===== src/rtl/wasm_cpu.sv =====
// Minimal WebAssembly interpreter core: fetches an 11-byte window per instruction
// from genrom and executes a small integer subset on a 64-bit operand stack.
module wasm_cpu #(
  parameter int MEM_DEPTH   = 16,
  parameter int STACK_DEPTH = 4
) (
  input  logic                 clk,
  input  logic                 reset,
  output logic [63:0]          result,
  output logic                 result_empty,
  output logic [3:0]           trap,
  output logic [MEM_DEPTH:0]   mem_addr,
  output logic [3:0]           mem_extra,
  input  logic [127:0]         mem_data,
  input  logic                 mem_error,
  output logic [1:0]           fsm_state
);

  localparam int SW    = STACK_DEPTH + 1;
  localparam int SLOTS = 2 ** STACK_DEPTH;

  localparam logic [3:0] TRAP_RUN       = 4'd0;
  localparam logic [3:0] TRAP_END       = 4'd1;
  localparam logic [3:0] TRAP_UNREACH   = 4'd2;
  localparam logic [3:0] TRAP_OPCODE    = 4'd3;
  localparam logic [3:0] TRAP_UNDERFLOW = 4'd4;
  localparam logic [3:0] TRAP_OVERFLOW  = 4'd5;
  localparam logic [3:0] TRAP_MEM       = 4'd6;
  localparam logic [3:0] TRAP_LEB       = 4'd7;

  typedef enum logic [1:0] {
    FETCH = 2'd0,
    EXEC  = 2'd1,
    HALT  = 2'd2
  } state_t;

  state_t               state, state_next;
  logic [MEM_DEPTH:0]   pc, pc_next;
  logic [SW-1:0]        sp, sp_next, sp_pop;
  logic [63:0]          result_q, result_next;
  logic [3:0]           trap_q, trap_next, exec_trap;
  logic [63:0]          stack_mem [SLOTS];

  logic                 push_req, push_en;
  logic [63:0]          push_val;
  logic [STACK_DEPTH-1:0] push_idx;
  logic [1:0]           pop_cnt;
  logic [3:0]           inst_len;
  logic [7:0]           opcode;
  logic [31:0]          top32, nxt32;

  logic [69:0]          leb_raw, leb_full;
  logic                 leb_done, leb_sign;
  logic [3:0]           leb_len;
  logic                 unused_bits;

  // Fetch protocol: mem_addr/mem_extra are held at pc for the whole
  // instruction; genrom answers one cycle later, so the window is valid in EXEC.
  assign mem_addr     = pc;
  assign mem_extra    = 4'd10;
  assign result       = result_q;
  assign trap         = trap_q;
  assign result_empty = (sp == '0);
  assign fsm_state    = state;

  assign opcode = mem_data[7:0];
  assign top32  = stack_mem[STACK_DEPTH'(sp - SW'(1))][31:0];
  assign nxt32  = stack_mem[STACK_DEPTH'(sp - SW'(2))][31:0];

  assign unused_bits = &{1'b0, leb_full[69:64], mem_data[127:88]};

  // Signed LEB128 scan over window bytes 1..10; leb_len counts bytes consumed.
  always_comb begin
    leb_raw  = '0;
    leb_done = 1'b0;
    leb_sign = 1'b0;
    leb_len  = 4'd0;
    for (int k = 0; k < 10; k++) begin
      if (!leb_done) begin
        leb_raw[7*k +: 7] = mem_data[8*(k+1) +: 7];
        leb_len           = 4'(k + 1);
        if (!mem_data[8*(k+1)+7]) begin
          leb_done = 1'b1;
          leb_sign = mem_data[8*(k+1)+6];
        end
      end
    end
    leb_full = leb_raw | (leb_sign ? ({70{1'b1}} << (7 * leb_len)) : 70'd0);
  end

  always_comb begin
    state_next  = state;
    pc_next     = pc;
    sp_next     = sp;
    result_next = result_q;
    trap_next   = trap_q;
    exec_trap   = TRAP_RUN;
    push_req    = 1'b0;
    push_en     = 1'b0;
    push_val    = '0;
    push_idx    = '0;
    pop_cnt     = 2'd0;
    inst_len    = 4'd1;
    sp_pop      = sp;

    case (state)
      FETCH: state_next = EXEC;

      EXEC: begin
        state_next = FETCH;
        if (mem_error) begin
          exec_trap = TRAP_MEM;
        end else begin
          case (opcode)
            8'h00: exec_trap = TRAP_UNREACH;
            8'h01: ;
            8'h0B: exec_trap = TRAP_END;
            8'h1A: pop_cnt = 2'd1;
            8'h41: begin
              if (leb_done && leb_len <= 4'd5) begin
                push_req = 1'b1;
                push_val = {32'd0, leb_full[31:0]};
                inst_len = leb_len + 4'd1;
              end else begin
                exec_trap = TRAP_LEB;
              end
            end
            8'h42: begin
              if (leb_done) begin
                push_req = 1'b1;
                push_val = leb_full[63:0];
                inst_len = leb_len + 4'd1;
              end else begin
                exec_trap = TRAP_LEB;
              end
            end
            8'h45: begin
              pop_cnt  = 2'd1;
              push_req = 1'b1;
              push_val = {63'd0, top32 == 32'd0};
            end
            8'h46: begin
              pop_cnt  = 2'd2;
              push_req = 1'b1;
              push_val = {63'd0, nxt32 == top32};
            end
            8'h47: begin
              pop_cnt  = 2'd2;
              push_req = 1'b1;
              push_val = {63'd0, nxt32 != top32};
            end
            8'h6A: begin
              pop_cnt  = 2'd2;
              push_req = 1'b1;
              push_val = {32'd0, nxt32 + top32};
            end
            8'h6B: begin
              pop_cnt  = 2'd2;
              push_req = 1'b1;
              push_val = {32'd0, nxt32 - top32};
            end
            default: exec_trap = TRAP_OPCODE;
          endcase
        end

        // Stack checks happen before any state change so a trap leaves it intact.
        if (exec_trap == TRAP_RUN) begin
          if (sp < SW'(pop_cnt)) begin
            exec_trap = TRAP_UNDERFLOW;
          end else if (push_req && pop_cnt == 2'd0 && sp == SW'(SLOTS)) begin
            exec_trap = TRAP_OVERFLOW;
          end
        end

        if (exec_trap != TRAP_RUN) begin
          trap_next  = exec_trap;
          state_next = HALT;
        end else begin
          sp_pop  = sp - SW'(pop_cnt);
          sp_next = sp_pop + SW'(push_req);
          pc_next = pc + (MEM_DEPTH+1)'(inst_len);
          if (push_req) begin
            push_en     = 1'b1;
            push_idx    = STACK_DEPTH'(sp_pop);
            result_next = push_val;
          end else if (sp_next == '0) begin
            result_next = '0;
          end else begin
            result_next = stack_mem[STACK_DEPTH'(sp_next - SW'(1))];
          end
        end
      end

      HALT: ;

      default: state_next = HALT;
    endcase
  end

  always_ff @(posedge clk or negedge reset) begin
    if (!reset) begin
      state    <= FETCH;
      pc       <= '0;
      sp       <= '0;
      result_q <= '0;
      trap_q   <= TRAP_RUN;
    end else begin
      state    <= state_next;
      pc       <= pc_next;
      sp       <= sp_next;
      result_q <= result_next;
      trap_q   <= trap_next;
    end
  end

  // Writes only happen in EXEC, and reset forces FETCH, so an aborted
  // instruction can never leave a stray entry behind.
  always_ff @(posedge clk) begin
    if (push_en) begin
      stack_mem[push_idx] <= push_val;
    end
  end

endmodule


===== config.mk =====
export PLATFORM = sky130hd
export DESIGN_NAME = wasm_cpu
export DESIGN_NICKNAME = d
export VERILOG_FILES = /design/src/rtl/wasm_cpu.sv
export SDC_FILE = /design/constraint.sdc
export NUM_CORES = 2
export LEC_CHECK = 0
export BUFFER_PORTS_ARGS = -buffer_cell sky130_fd_sc_hd__clkbuf_2
export CAP_MARGIN = 20
export CORE_ASPECT_RATIO = 1.5
export CORE_UTILIZATION = 50
export CTS_BUF_LIST = sky130_fd_sc_hd__clkbuf_2 sky130_fd_sc_hd__clkbuf_4 sky130_fd_sc_hd__clkbuf_8
export CTS_CLUSTER_SIZE = 12
export DETAILED_ROUTE_END_ITERATION = 16
export PLACE_DENSITY = 0.78
export SKIP_LAST_GASP = 1
export SLEW_MARGIN = 20
export SYNTH_ARGS = -nofsm -noshare
export SYNTH_HDL_FRONTEND = slang
export SYNTH_SLANG_ARGS = --single-unit
export TNS_END_PERCENT = 30

===== constraint.sdc =====
create_clock -name clk -period 21 [get_ports clk]
set_input_delay 1.05 -clock clk [delete_from_list [all_inputs] [get_ports clk]]
set_output_delay 1.05 -clock clk [all_outputs]
set_load 0.02 [all_outputs]

==> out/qor.yml <==
slew_headroom_pct: 20.9
netlist_top_cells_count: "edfxtp_1, mux4_2, nor2_1"
ys_top_cells_by_area: "edfxtp_1, mux4_2, dfrtp_1"
fin_crit_sh_pct: 45.5
postSynthAreaPerCell_sq_um: 16.9
regToRegSetupSlack_ps: 12660
p_leak_nw: 23.2
critPathArrivalTime_ps: 10330
clock_latency_ps: 940
timing.hold.worst.class: "in2async"
synthesis.yosys.warnings: 0
maxCapViolations: 0
postSynthCellCount: 3348
report.final.hold_viol_count: 0
path_max_fanout: 36
worst-setup-path-type: "in2reg"
synth-seq-area-share_pct: 58.3
drt_wl_cell_microns: 33.4
required_ps: 21780
slew_viols_final: 0
cts_max_level: 4
detail_route.first_pass.iterations: 8
grt_pass1_wl_mm: 247
clock_tree.buffer_depth: 3
max_freq_mhz: 105
multi_input_gate_area_in_the_final_layout_sq_um: 22500
globalplace.congestion: 0.995
layoutNonFillerInstCount: 5118
synth-seq-cells: 1115
power.ir.vdd_worst_mv: 0.0676
design_power_total_w: 0.00455
postCtsSetupBuffers: 0
final_setup_viols: 0
rows: 150
edff_count_synth: 1024
die_width_microns: 277
worstReg2RegEnd: "stack_mem[11][20]"
finalSetupTns_ps: 0
cts_made_buffers: 164
synth_top_area_share_pct: 54.3
initial_utilization_pct: 50.6
die-area_sq_um: 115000
placed_cells_incl_taps: 4810
tightestPinTransition_ps: 1180
detailedPlacementHpwl_mm: 109
num-nets-final: 3755
drc_violations: 0
synth_ff_type: "edfxtp_1"
rsz0062_at_grt: "false"
detailed_route_via_count: 36292
antenna_found_initial: 7
final.fill_count: 8303
whs_ps: 233
worstReg2RegStart: "sp[0]"
grt_pass1_vias: 36227
grt_use_total_pct: 29.9
synth.lib_cells_used.distinct: 89
cts_tree: "done"
boundaryPins: 223
power_per_cell_area_nw_per_um2: 72.5
core_area_sq_um: 112000
clock_sinks: 1115
postRouteWirelength_mm: 171
rr_worst_depth: 14
syn-cell-area_sq_um: 56600
synth.largest_area_cell: "edfxtp_1"
largest_net_degree_at_the_start_of_global_routing: 129
grt.overflow.total: 0
cell_with_the_most_instances_after_synthesis: "edfxtp_1"
finClkSkew_ps: 62.5
layout-area-overhead-vs-synth_pct: 11.0
placement.io_buffers: 172
worstSetupEndpointType: "register"
final-seq-area_sq_um: 33000
detail_route.vias_per_cell: 7.09
fin_ws_ps: 11440
cts.root.buffer_cell: "clkbuf_8"
ant_nets: 0
cts-hold-fix-buffers: 0
post_cts_resize_count: 0
period_needed_ps: 9560
preCtsSetupSlack_ps: 10700
die_h_microns: 414
fraction_of_final_layout_cells_sized_beyond_drive_strength_1_pct: 34.1
run_status: "completed"
drt_iter0_drc: 5352
clk_transition_reported_paths_ps: 70
synth_async_reset_ratio_pct: 8.16
start_kind: "primary input"
## routing by layer
metal	vias up	global-route usage, %	share of wire, %
met3	554	7.50	12
met5	-	0	0.049
li1	14301	-	-
met4	14	16.4	5.8
met1	18480	36.4	33
met2	2943	49.1	49
## stage by stage
step | util (%) | instance area (sq um)
final | 56.2 | 62800
after global routing | 56.2 | 62800
after floorplan | - | 56700
after CTS | 56.2 | 62800
after global placement | 52.9 | 59200
after detailed placement | 52.9 | 59200
## cell usage in the layout (no fill, tap or decap), types with 23 or more instances in the layout
cell / count
ha_1: 80
a21o_1: 26
xnor2_1: 24
dfrtp_1: 89
mux4_2: 638
clkinv_2: 28
nor2_1: 195
clkbuf_4: 47
clkbuf_2: 171
nand3_1: 32
inv_1: 89
a21oi_1: 187
nor2b_1: 27
edfxtp_1: 1024
buf_4: 83
clkbuf_8: 184
nor3_1: 28
nand2_1: 143
nor4_1: 23
a31oi_1: 27
o21ai_0: 97
## sequential cells by signal, indices dropped and copies added (netlist names)
register / count
stack_mem: 1024
sp: 5
fsm_state: 2
mem_addr: 17
trap: 3
result: 64
## report_power, final
part | switching, W | total (W) | leakage (nW) | internal (W)
Combinational | 0.000149 | 0.000222 | 8.55 | 0.0000724
Sequential | 0.00000429 | 0.00239 | 12.7 | 0.00239
Clock | 0.000886 | 0.00194 | 1.93 | 0.00105
## cell families (layout without fill, tap and decap cells)
group	after synthesis	count (layout)	synth area share, %
xor gates and xnor gates	39	39	0.636
DFF	1115	1115	58.3
other	2	8	0.0133
AOI/OAI and AO/OA	555	555	6.28
muxes	643	643	25.5
and+or+nand+nor	571	571	4.76
adders and majority gates	92	92	2.14
buffers and inverters	331	651	2.41
## worst max path at each step
stage | from | to | slack [ps]
finish | mem_data[15] | result[27] | 11440
global route | mem_data[15] | result[27] | 10960
detailed placement | mem_data[15] | result[27] | 10700
CTS | mem_data[15] | result[27] | 11640
floorplan | mem_data[15] | stack_mem[12][0] | 11850
global placement | mem_data[15] | result[27] | 10770
## area by class of cell
cell class                      count  share of cell area [%]
Tap cell                         1444                    2.87
Multi-Input combinational cell   1905                    35.8
Inverter                           91                   0.544
Timing Repair Buffer              255                    2.39
Clock inverter                     74                    1.21
Clock buffer                      231                    4.59
Sequential cell                  1115                    52.6
Antenna cell                        3                  0.0119
## critical path: stages
cell,delay [ps]
clkbuf_2,310
and2_1,460
and3_1,760
inv_2,250
a21oi_1,200
a21oi_1,200
ha_1,520
or3b_2,560
a21oi_1,170
nor2_1,80
o21ai_2,260
a31o_2,650
clkinv_1,290
ha_4,790
buf_4,650
buf_4,710
buf_4,690
mux4_2,590
mux4_2,490
a221oi_1,400
nor2_1,70
(Power assumes the default switching activity.)
